File: src/rtl/multicycle_ctrl_fsm.sv
// Control sequencer for the multicycle ARM datapath.
// A Moore FSM steps each instruction through FETCH/DECODE/EXECUTE/MEM/WB.
// It owns the held NZCV flags and drives every datapath select and enable
// from registers that are loaded with the decode of the state being entered.
module multicycle_ctrl_fsm (
   input  logic       clk,
   input  logic       reset,
   input  logic [3:0] Cond,
   input  logic [1:0] Op,
   input  logic [5:0] Funct,
   input  logic [3:0] Rd,
   input  logic [3:0] ALUFlags,
   output logic       PCWrite,
   output logic       AdrSrc,
   output logic       MemWrite,
   output logic       IRWrite,
   output logic       RegWrite,
   output logic [1:0] ResultSrc,
   output logic       ALUSrcA,
   output logic [1:0] ALUSrcB,
   output logic [1:0] RegSrc,
   output logic [2:0] ImmSrc,
   output logic [2:0] ALUControl,
   output logic [3:0] Flags
);

   typedef enum logic [3:0] {
      S_FETCH,
      S_DECODE,
      S_MEMADR,
      S_MEMRD,
      S_MEMWB,
      S_MEMWR,
      S_EXECR,
      S_EXECI,
      S_ALUWB,
      S_BRANCH
   } state_t;

   localparam logic [2:0] ALU_ADD = 3'b000;
   localparam logic [2:0] ALU_SUB = 3'b001;
   localparam logic [2:0] ALU_AND = 3'b010;
   localparam logic [2:0] ALU_ORR = 3'b011;
   localparam logic [2:0] ALU_MOV = 3'b100;

   localparam logic [3:0] CMD_CMP = 4'b1010;

   // Every control output in one bundle so a whole state decode is one value.
   typedef struct packed {
      logic       pc_write;
      logic       adr_src;
      logic       mem_write;
      logic       ir_write;
      logic       reg_write;
      logic [1:0] result_src;
      logic       alu_src_a;
      logic [1:0] alu_src_b;
      logic [1:0] reg_src;
      logic [2:0] imm_src;
      logic [2:0] alu_control;
   } ctrl_t;

   state_t     r_state;
   state_t     w_next;
   logic [3:0] r_flags;
   ctrl_t      r_ctrl;
   logic       w_cond_ok;
   logic       w_is_cmp;
   logic       w_arith;
   logic       w_in_exec;

   // ARM condition check against held NZCV; 1111 never executes.
   function automatic logic cond_holds(input logic [3:0] c, input logic [3:0] f);
      logic n, z, cf, v;
      logic res;
      {n, z, cf, v} = f;
      case (c)
         4'b0000: res = z;
         4'b0001: res = ~z;
         4'b0010: res = cf;
         4'b0011: res = ~cf;
         4'b0100: res = n;
         4'b0101: res = ~n;
         4'b0110: res = v;
         4'b0111: res = ~v;
         4'b1000: res = cf & ~z;
         4'b1001: res = ~cf | z;
         4'b1010: res = (n == v);
         4'b1011: res = (n != v);
         4'b1100: res = ~z & (n == v);
         4'b1101: res = z | (n != v);
         4'b1110: res = 1'b1;
         default: res = 1'b0;
      endcase
      return res;
   endfunction

   // Data-processing command to ALU operation; unlisted commands add.
   function automatic logic [2:0] alu_for_cmd(input logic [3:0] cmd);
      logic [2:0] a;
      case (cmd)
         4'b0100: a = ALU_ADD;
         4'b0010: a = ALU_SUB;
         4'b1010: a = ALU_SUB;
         4'b0000: a = ALU_AND;
         4'b1100: a = ALU_ORR;
         4'b1101: a = ALU_MOV;
         default: a = ALU_ADD;
      endcase
      return a;
   endfunction

   // Control values seen while sitting in state s; anything not named stays 0.
   function automatic ctrl_t ctrl_for(input state_t s, input logic [5:0] fn, input logic [3:0] rd);
      ctrl_t c;
      c = '0;
      case (s)
         S_FETCH: begin
            c.pc_write   = 1'b1;
            c.ir_write   = 1'b1;
            c.alu_src_a  = 1'b1;
            c.alu_src_b  = 2'b10;
            c.result_src = 2'b10;
         end
         S_DECODE: begin
            c.alu_src_a  = 1'b1;
            c.alu_src_b  = 2'b10;
            c.result_src = 2'b10;
            c.reg_src    = 2'b10;
         end
         S_MEMADR: begin
            c.alu_src_b   = 2'b01;
            c.imm_src     = 3'b001;
            c.alu_control = fn[3] ? ALU_ADD : ALU_SUB;
         end
         S_MEMRD: begin
            c.adr_src = 1'b1;
         end
         S_MEMWB: begin
            // A load into R15 becomes a jump instead of a register write.
            c.result_src = 2'b01;
            c.reg_write  = (rd != 4'd15);
            c.pc_write   = (rd == 4'd15);
         end
         S_MEMWR: begin
            c.adr_src   = 1'b1;
            c.mem_write = 1'b1;
            c.reg_src   = 2'b10;
         end
         S_EXECR: begin
            c.alu_control = alu_for_cmd(fn[4:1]);
         end
         S_EXECI: begin
            c.alu_src_b   = 2'b01;
            c.alu_control = alu_for_cmd(fn[4:1]);
         end
         S_ALUWB: begin
            c.reg_write = (rd != 4'd15);
            c.pc_write  = (rd == 4'd15);
         end
         S_BRANCH: begin
            c.pc_write   = 1'b1;
            c.reg_src    = 2'b01;
            c.alu_src_b  = 2'b01;
            c.imm_src    = 3'b010;
            c.result_src = 2'b10;
         end
         default: c = '0;
      endcase
      return c;
   endfunction

   assign w_cond_ok = cond_holds(Cond, r_flags);
   assign w_is_cmp  = (Funct[4:1] == CMD_CMP);
   assign w_arith   = (alu_for_cmd(Funct[4:1]) == ALU_ADD) || (alu_for_cmd(Funct[4:1]) == ALU_SUB);
   assign w_in_exec = (r_state == S_EXECR) || (r_state == S_EXECI);

   // Next-state selection from current state and latched instruction fields.
   always_comb begin
      w_next = S_FETCH;
      case (r_state)
         S_FETCH:  w_next = S_DECODE;
         S_DECODE: begin
            if (!w_cond_ok) begin
               w_next = S_FETCH;
            end else begin
               case (Op)
                  2'b01:   w_next = S_MEMADR;
                  2'b10:   w_next = S_BRANCH;
                  2'b00:   w_next = Funct[5] ? S_EXECI : S_EXECR;
                  default: w_next = S_FETCH;
               endcase
            end
         end
         S_MEMADR: w_next = Funct[0] ? S_MEMRD : S_MEMWR;
         S_MEMRD:  w_next = S_MEMWB;
         S_EXECR,
         S_EXECI:  w_next = w_is_cmp ? S_FETCH : S_ALUWB;
         default:  w_next = S_FETCH;
      endcase
   end

   // State, held flags and registered control outputs advance together.
   always_ff @(posedge clk) begin
      if (reset) begin
         r_state <= S_FETCH;
         r_flags <= 4'b0000;
         r_ctrl  <= ctrl_for(S_FETCH, 6'd0, 4'd0);
      end else begin
         r_state <= w_next;
         r_ctrl  <= ctrl_for(w_next, Funct, Rd);
         // Logical ops leave C and V alone; compares always update flags.
         if (w_in_exec && (Funct[0] || w_is_cmp)) begin
            r_flags[3:2] <= ALUFlags[3:2];
            if (w_arith) begin
               r_flags[1:0] <= ALUFlags[1:0];
            end
         end
      end
   end

   assign PCWrite    = r_ctrl.pc_write;
   assign AdrSrc     = r_ctrl.adr_src;
   assign MemWrite   = r_ctrl.mem_write;
   assign IRWrite    = r_ctrl.ir_write;
   assign RegWrite   = r_ctrl.reg_write;
   assign ResultSrc  = r_ctrl.result_src;
   assign ALUSrcA    = r_ctrl.alu_src_a;
   assign ALUSrcB    = r_ctrl.alu_src_b;
   assign RegSrc     = r_ctrl.reg_src;
   assign ImmSrc     = r_ctrl.imm_src;
   assign ALUControl = r_ctrl.alu_control;
   assign Flags      = r_flags;

endmodule

File: config.mk
export PLATFORM = sky130hd
export DESIGN_NAME = multicycle_ctrl_fsm
export DESIGN_NICKNAME = d
export VERILOG_FILES = /design/src/rtl/multicycle_ctrl_fsm.sv
export SDC_FILE = /design/constraint.sdc
export NUM_CORES = 1
export LEC_CHECK = 0
export BUFFER_PORTS_ARGS = -buffer_cell sky130_fd_sc_hd__buf_2
export CAP_MARGIN = 40
export CELL_PAD_IN_SITES_DETAIL_PLACEMENT = 0
export CELL_PAD_IN_SITES_GLOBAL_PLACEMENT = 1
export CORE_AREA = 2 2 62 64
export CTS_BUF_LIST = sky130_fd_sc_hd__clkbuf_16
export DETAILED_ROUTE_END_ITERATION = 6
export DIE_AREA = 0 0 64 66
export GPL_TIMING_DRIVEN = 0
export PLACE_DENSITY = 0.88
export SETUP_SLACK_MARGIN = 0.02
export SLEW_MARGIN = 10
export SYNTH_ARGS = -nofsm -noshare
export SYNTH_HDL_FRONTEND = slang
export SYNTH_SLANG_ARGS = --single-unit
File: constraint.sdc
create_clock -name clk -period 3.73 [get_ports clk]
set_input_delay 0.1865 -clock clk [delete_from_list [all_inputs] [get_ports clk]]
set_output_delay 0.1865 -clock clk [all_outputs]
set_load 0.03 [all_outputs]
* Word-level counts from Yosys, hierarchy flattened
Index checks and enable logic that the tools add are counted.
Cells by class: shift operators 0, add/sub/neg operators 0, bitwise logic cells 9, reductions and logical operators 22, magnitude comparators 0, multiply operators 0, multiplexer cells 19, div/mod/pow operators 0, equal/unequal tests 39
Operators with widths (number):
- $eq A4 B4 Y1 const B | 13
- $eq A4 B3 Y1 const B | 10
- $eq A4 B2 Y1 const B | 7
- $pmux W4 S5 | 1
- $reduce_or A2 Y1 | 9
- $logic_not A4 Y1 | 4
- $pmux W2 S2 | 4
- $pmux W1 S15 | 1
- $eq A4 B1 Y1 const B | 3
- $pmux W3 S4 | 1
- $pmux W4 S3 | 1
- $mux W4 | 2
- $mux W1 | 6
- $pmux W3 S2 | 1
- $reduce_or A3 Y1 | 2
- $not A1 Y1 | 5
- $ne A4 B4 Y1 const B | 1
- $eq A3 B1 Y1 const B | 1
- $logic_not A3 Y1 | 1
- $logic_or A1 B1 Y1 | 3
- $mux W3 | 1
- $and A1 B1 Y1 | 2
- $eq A2 B1 Y1 const B | 1
- $eq A2 B2 Y1 const B | 1
- other kinds (7) | 8
Word-level totals: output and inout port bits 22, logic and storage cells 103, input bits 22, register bits 26, memory bits (read-only) 0, bits in latches 0, bits in writable memories 0, memories kept 0

* Longest topological paths before layout
Gate-level depths: netlist of the first run.
word-level depth 9, depth in mapped cells 8, depth with buffers taken out 6

* Worst setup path before layout of the first run
Ideal clock, no wire load.
kind register to register, from register r_flags[3] (netlist: Flags[3]), to register r_ctrl, in the netlist RegSrc[1], path buffers 0, data required time 3.638 ns, stages on the path, launching flop included 7, setup time 0.092 ns, setup slack 1.795 ns, clock period less this slack 1.935 ns, arrival 1.843 ns, cell sequence dfxtp_1 -> xor2_1 -> o2bb2ai_1 -> mux2i_1 -> a31oi_2 -> or2_1 -> nor4_1
Between the ends: cells in the longest elaborated chain, start to end 8, elaborated cells on any way between the ends 13, classes of those cells eq/ne (5); mux (4); bitwise (3); reduce/logical (1)
RTL lines:
- start, declared | line 65 | logic [3:0] r_flags;
- start signal, assigned | line 214 | r_flags[3:2] <= ALUFlags[3:2];
- $ne A1 B1 Y1 or $eq A1 B1 Y1 (tied branches)
- $or A1 B1 Y1 or $and A1 B1 Y1 (tied branches) | line 91, 90
- $pmux W1 S15 (*) | line 77 | case (c)
- $mux W4 (*) | line 184 | if (!w_cond_ok) begin
- $pmux W4 S5 (*) | line 181 | case (r_state)
- $eq A4 B3 Y1 or $eq A4 B1 Y1 (tied branches) | line 117 | case (s)
- $reduce_or A2 Y1 (no source line)
- $pmux W2 S2 (*) | line 117
- end signal, assigned | line 208 | r_ctrl <= ctrl_for(S_FETCH, 6'd0, 4'd0);
- end signal, assigned | line 211 | r_ctrl <= ctrl_for(w_next, Funct, Rd);
- end, declared | line 66 | ctrl_t r_ctrl;
Mark *: on every way between the ends. The rest lies on a longest branch, timed or not. A chain may end at the register's enable or synchronous reset.

* Worst setup path after layout of the first run
Ends and elaborated chain as after synthesis.

==> results of run 1 <==
## how the worst max path moves through the flow
stage / end / from / slack, ns
2_1_floorplan: RegSrc[1] / Flags[3] / 1.80
4_1_cts: RegSrc[1] / Flags[3] / 1.71
3_3_place_gp: RegSrc[1] / Cond[2] / 1.76
6_report: RegSrc[1] / Flags[3] / 1.71
3_5_place_dp: RegSrc[1] / Cond[2] / 1.72
5_1_grt: MemWrite / Flags[3] / 1.50
## state kept, by name, summed over array words and instances, names as in the netlist
signal	flops
ALUSrcB	2
Flags	4
AdrSrc	1
RegSrc	2
r_state	4
IRWrite	1
PCWrite	1
ALUSrcA	1
ImmSrc	2
RegWrite	1
ALUControl	3
MemWrite	1
ResultSrc	2
## worst reg2reg max path, delay by kind of cell (launching register included)
kind             cells  cell delay, ns
AND/OR/NAND/NOR      3            0.76
flip-flops           1            0.47
multiplexers         1            0.35
XOR/XNOR             1            0.10
AO/OA/AOI/OAI        1            0.24
## layout make-up
| class | count | share of cell area [%] |
|---|---|---|
| Buffer | 9 | 3.17 |
| Clock buffer | 3 | 4.52 |
| Clock inverter | 1 | 0.301 |
| Inverter | 3 | 0.678 |
| Multi-Input combinational cell | 111 | 46.1 |
| Sequential cell | 25 | 30.1 |
| Tap cell | 48 | 3.62 |
| Timing Repair Buffer | 38 | 11.5 |
## stage by stage
step	instances	util, %	hold slack [ns]	power [uW]	worst slack (ns)
6_report	238	46.8	0.172	640	1.71
5_1_grt	238	46.8	0.171	669	1.50
4_1_cts	238	46.8	0.177	642	1.71
3_5_place_dp	234	44.5	0.439	413	1.72
3_3_place_gp	234	44.5	0.419	413	1.76
2_1_floorplan	148	-	0.323	379	1.80
## power groups by stage
stage	clock network (uW)	logic, uW	registers [uW]
global placement	0	124	288
floorplan	0	71.7	307
CTS	234	125	283
finish	232	125	282
global route	248	137	284
detailed placement	0	124	289
## cell families (layout without fill, tap and decap cells)
group	after synthesis	count (layout)	synth area share, %
AO/OA/AOI/OAI	38	38	22.5
XOR/XNOR	3	3	1.98
flip-flops	25	25	37.6
buffers and inverters	12	54	4.80
AND/OR/NAND/NOR	63	63	28.2
multiplexers	6	6	4.61
other	1	1	0.282
## cell usage in the layout, fill, tap and decap left out, types with 2 or more instances in the layout
master     count
clkbuf_1       2
nand2_1        8
buf_2         40
or2_2          2
nand3b_1       2
nor4_1         3
mux2i_1        5
xor2_1         2
nor3_1         5
nand4bb_1      2
nor2_1        14
inv_1          3
nor3b_1        2
o21ai_0        4
clkbuf_16      3
a31o_2         2
nor4b_1        2
a21oi_1        7
a31oi_1        2
o21a_1         2
and2_1         2
dfxtp_1       25
buf_4          2
nor2b_1        2
o21ai_1        4
nand2b_1       3
and3_1         2
nand3_1        4
## layer usage
metal  routed length (um)  track usage [%]  vias up
met5                    0                0        -
met4                   34             4.89        0
met3                  140             2.56        2
met2                 1240             23.6       28
met1                 1410             18.8      541
li1                     -                -      627
==> impl_metrics.tcl, run 1 <==
set metrics [dict create \
    status "finished, final reports clean" \
    cp_max_fo 7 \
    final_cell_area_sq_um 1660 \
    reg2reg_depth 6 \
    end_kind "flip-flop" \
    seqCellArea_sq_um 500 \
    clk_latency_ns 0.26 \
    crit_slowest_cell "dfxtp_1" \
    portBuffers 38 \
    layout_min_cycle_time_ns 2.02 \
    p_int_uw 472 \
    crit_chain "xor2_1 > o2bb2ai_1 > mux2i_1 > nand3_1 > and3_1 > nor4_1" \
    finalCritPeriodShare_pct 54.1 \
    pin_count 44 \
    cp.depth 6 \
    p_sw_uw 168 \
    vias_per_cell 5.03 \
    yosysMostFrequentCell "dfxtp_1" \
    reg2reg_from "Flags[3]" \
    ys_ff_latch 25 \
    yosysTopAreaCell "dfxtp_1" \
    ant_nets 0 \
    max_freq_ghz 0.496 \
    setup_viol_count_final 0 \
    die_h_um 66 \
    synth_area_leaders "dfxtp_1 (38%), nor2_1 (4.0%), mux2i_1 (3.8%)" \
    holdBufCountCts 0 \
    max-slew-margin-rel_pct 59.5 \
    drive_gt1_share_pct 33.2 \
    vdd_drop_max_v 0.000225 \
    hold_depth 3 \
    fin_skew_ns 0.00809 \
    r2r-end "RegSrc[1]" \
    ys.flop_type "dfxtp_1" \
    clkSlewWorstSetupHoldPaths_ns 0.07 \
    slew_violations 0 \
    worstSetupPathType "reg -> reg" \
    hold_violations 0 \
    hold_end "Flags[3]" \
    setup-tns-final_ns 0 \
    path_buf_inv 0 \
    area_growth_syn_to_layout_pct 24.8 \
    hp-start "ALUFlags[3]" \
    htreeDepth 1 \
    numCtsBuffers 3 \
    cts_max_path_buffers 2 \
    clkPwrFrac_pct 36.3 \
    rsz0062_at_grt "false" \
    dp_hpwl_um 2230 \
    synth-seq-area-share_pct 37.6 \
    grt_pass1_wl_um 4790 \
    worst_pin_slew_ns 0.599 \
    grt.total_usage_pct 14.3 \
    wl_um 2820 \
    p_sw_share_pct 26.3 \
    fin_nets 213 \
    start_kind "flip-flop" \
    arrival_ns 2.17 \
    initial_core_util_pct 37.5 \
    via_count 1198 \
    hold_path_class "in -> reg" \
    postCtsSetupBuffers 0 \
    cpLargestDelayFamily "simple AND/OR/NAND/NOR gates" \
    grt_pass1_vias 1073 \
    grt_antenna_before_repair 0 \
    r2r_slack_ns 1.71 \
    ys.warnings.count 0 \
    sequentialPowerShare_pct 44.1 \
    leakage_uw 0.000715 \
    cap_violations 0 \
    nFillCells 345 \
    tritoncts "built" \
    synth_common_cells "dfxtp_1 (25), nor2_1 (14), nand2_1 (8)" \
    die_w_um 64 \
    fp.coreArea_sq_um 3550 \
    grt-ovfl-total 0 \
    drcViolationCount 0 \
    powerDensity_nw_per_um2 385 \
    comb_power_share_pct 19.6 \
    drt_iter0_markers 42 \
    cpPeakStageDelay_ns 0.47 \
    cts.sink_count 25 \
    place_congestion 0.751 \
    syn_avg_cell_area_sq_um 8.99 \
    synth_edf_count 0 \
    num_rows 22 \
    dieArea_sq_um 4220 \
    wire_per_inst_um 11.9 \
    ys_async_sr_fraction_pct 0 \
    placed_cell_area_sq_um 1580 \
    multi_input_area_sq_um 766 \
    synth_area_sq_um 1330 \
    diodes 0 \
    required_ns 3.88 \
    grt_max_degree 15 \
    firstDrtPassIters 4 \
    ys_types 60 \
    synth_nets 170 \
    synth_cells 148 \
    cts_resized 0 \
    cts_root_buf "clkbuf_16" \
    synth_top_area_share_pct 37.6 \
]
No activity file was read; power rests on OpenSTA's default activity.
==> inputs of run 2 (changes only) <==
--- a/config.mk
+++ b/config.mk
@@ -9,12 +9,12 @@
 export CAP_MARGIN = 40
 export CELL_PAD_IN_SITES_DETAIL_PLACEMENT = 0
 export CELL_PAD_IN_SITES_GLOBAL_PLACEMENT = 1
-export CORE_AREA = 2 2 62 64
+export CORE_AREA = 2 2 64 66
 export CTS_BUF_LIST = sky130_fd_sc_hd__clkbuf_16
 export DETAILED_ROUTE_END_ITERATION = 6
-export DIE_AREA = 0 0 64 66
+export DIE_AREA = 0 0 66 68
 export GPL_TIMING_DRIVEN = 0
-export PLACE_DENSITY = 0.88
+export PLACE_DENSITY = 0.83
 export SETUP_SLACK_MARGIN = 0.02
 export SLEW_MARGIN = 10
 export SYNTH_ARGS = -nofsm -noshare
==> constraint.sdc (replaced) <==
create_clock -name clk -period 2 [get_ports clk]
set_input_delay 0.1 -clock clk [delete_from_list [all_inputs] [get_ports clk]]
set_output_delay 0.1 -clock clk [all_outputs]
set_load 0.03 [all_outputs]
==> impl_metrics.tcl, run 2 (synthesis gave the netlist of run 1 again) <==
set metrics [dict create \
    powerDensity_nw_per_um2 707 \
    fin_skew_ns 0.00256 \
    cap_violations 0 \
    cp_max_fo 6 \
    diodes 0 \
    status "finished, final reports clean" \
    portBuffers 38 \
    pin_count 44 \
    rsz0062_at_grt "false" \
    r2r-end "RegSrc[1]" \
    path_buf_inv 0 \
    p_int_uw 890 \
    setup-tns-final_ns 0 \
    r2r_slack_ns 0.11 \
    finalCritPeriodShare_pct 94.6 \
    wire_per_inst_um 12.3 \
    hold_depth 3 \
    hold_violations 0 \
    layout_min_cycle_time_ns 1.89 \
    clk_latency_ns 0.26 \
    num_rows 23 \
    grt-ovfl-total 0 \
    cts_max_path_buffers 2 \
    crit_slowest_cell "dfxtp_1" \
    met1_usage_pct 19.2 \
    drt_iter0_markers 35 \
    power_uw 1220 \
    drive_gt1_share_pct 38.3 \
    crit_chain "nand3b_1 > o2bb2ai_2 > mux2i_2 > a31oi_2 > or2_1 > nor4_1" \
    vias_per_cell 5.07 \
    dp_hpwl_um 2210 \
    tritoncts "built" \
    grt_max_degree 16 \
    reg2reg_from "Flags[2]" \
    arrival_ns 2.06 \
    numCtsBuffers 3 \
    via_count 1232 \
    initial_core_util_pct 34.5 \
    final_cell_mix "buf_2 (40), dfxtp_1 (24), nor2_1 (14)" \
    comb_power_share_pct 20.3 \
    clkPwrFrac_pct 36.5 \
    reg2reg_depth 6 \
    required_ns 2.17 \
    grt_antenna_before_repair 0 \
    use_met3_pct 3.45 \
    fp.coreArea_sq_um 3860 \
    cpPeakStageDelay_ns 0.36 \
    cpLargestDelayFamily "simple AND/OR/NAND/NOR gates" \
    wl_um 2980 \
    htreeDepth 1 \
    placed_cell_area_sq_um 1580 \
    hold_end "Flags[3]" \
    place_congestion 0.751 \
    hold_path_class "in -> reg" \
    grt_pass1_wl_um 4600 \
    p_sw_share_pct 27.0 \
    setup_viol_count_final 0 \
    nFillCells 406 \
    cts_root_buf "clkbuf_16" \
    ant_nets 0 \
    worstSetupPathType "reg -> reg" \
    final_cell_area_sq_um 1730 \
    die_h_um 68 \
    max_freq_ghz 0.529 \
    sequentialPowerShare_pct 43.2 \
    start_kind "flip-flop" \
    fin_nets 216 \
    grt.total_usage_pct 13.2 \
    firstDrtPassIters 4 \
    vdd_drop_max_v 0.000343 \
    final_core_util_pct 44.8 \
    grt_util_met2_pct 19.8 \
    end_kind "flip-flop" \
    cp-startpoint "Flags[2]" \
    drcViolationCount 0 \
    hp-start "ALUFlags[3]" \
    p_sw_uw 330 \
    grt-busiest-layer "met2" \
    leakage_uw 0.000738 \
    cts.sink_count 25 \
    area_growth_syn_to_layout_pct 29.8 \
    clkSlewWorstSetupHoldPaths_ns 0.06 \
    final_common_cell "buf_2" \
    hold_ws_ns 0.0712 \
    die_w_um 66 \
    slew_violations 0 \
    grt_pass1_vias 1003 \
    dieArea_sq_um 4490 \
]
run 2: power by group through the flow:
stage / registers (uW) / clock network (uW) / logic (uW)
6_report: 528 / 445 / 247
5_1_grt: 530 / 477 / 271
4_1_cts: 528 / 456 / 235
3_5_place_dp: 539 / 0 / 232
3_3_place_gp: 538 / 0 / 231
2_1_floorplan: 573 / 0 / 134
run 2: what timing repair did:
item	CTS	global route
hold buffers	0	0
resized for setup	1	7
setup endpoints to repair	1	20
hold endpoints to repair	0	0
pin swaps	0	1
setup buffers	0	3
run 2: layer usage:
layer  up-vias  wire [um]
li1        634          -
met1       560       1480
met2        35       1300
met3         3        184
met4         0         22
met5         -          0
run 2: stage by stage:
stage / cells / setup WS (ns)
final: 243 / 0.109
after CTS: 240 / 0.0190
after detailed placement: 236 / 0.0144
after global placement: 236 / 0.0424
after global routing: 243 / 0.0128
after floorplan: 148 / 0.0651
run 2: worst register-to-register path, delay by kind of cell, from the launching register on:
kind	cells	cell delay [ns]
simple gates	3	0.74
flops	1	0.36
mux	1	0.33
compound gates	2	0.37
run 2: area by class of cell:
type / count / area, sq um / share of cell area (%)
Buffer: 9 / 52.6 / 3.04
Clock buffer: 3 / 75.1 / 4.35
Clock inverter: 1 / 7.51 / 0.435
Inverter: 3 / 11.3 / 0.652
Multi-Input combinational cell: 111 / 803 / 46.5
Sequential cell: 25 / 502 / 29.1
Tap cell: 50 / 62.6 / 3.62
Timing Repair Buffer: 41 / 213 / 12.3
run 2: worst max-delay path by stage:
stage	cells after the start	slack, ns	endpoint
after global placement	6	0.04	AdrSrc
final	6	0.11	RegSrc[1]
after global routing	7	0.01	ALUSrcB[0]
after CTS	6	0.02	ResultSrc[0]
after detailed placement	6	0.01	AdrSrc
after floorplan	6	0.07	RegSrc[1]
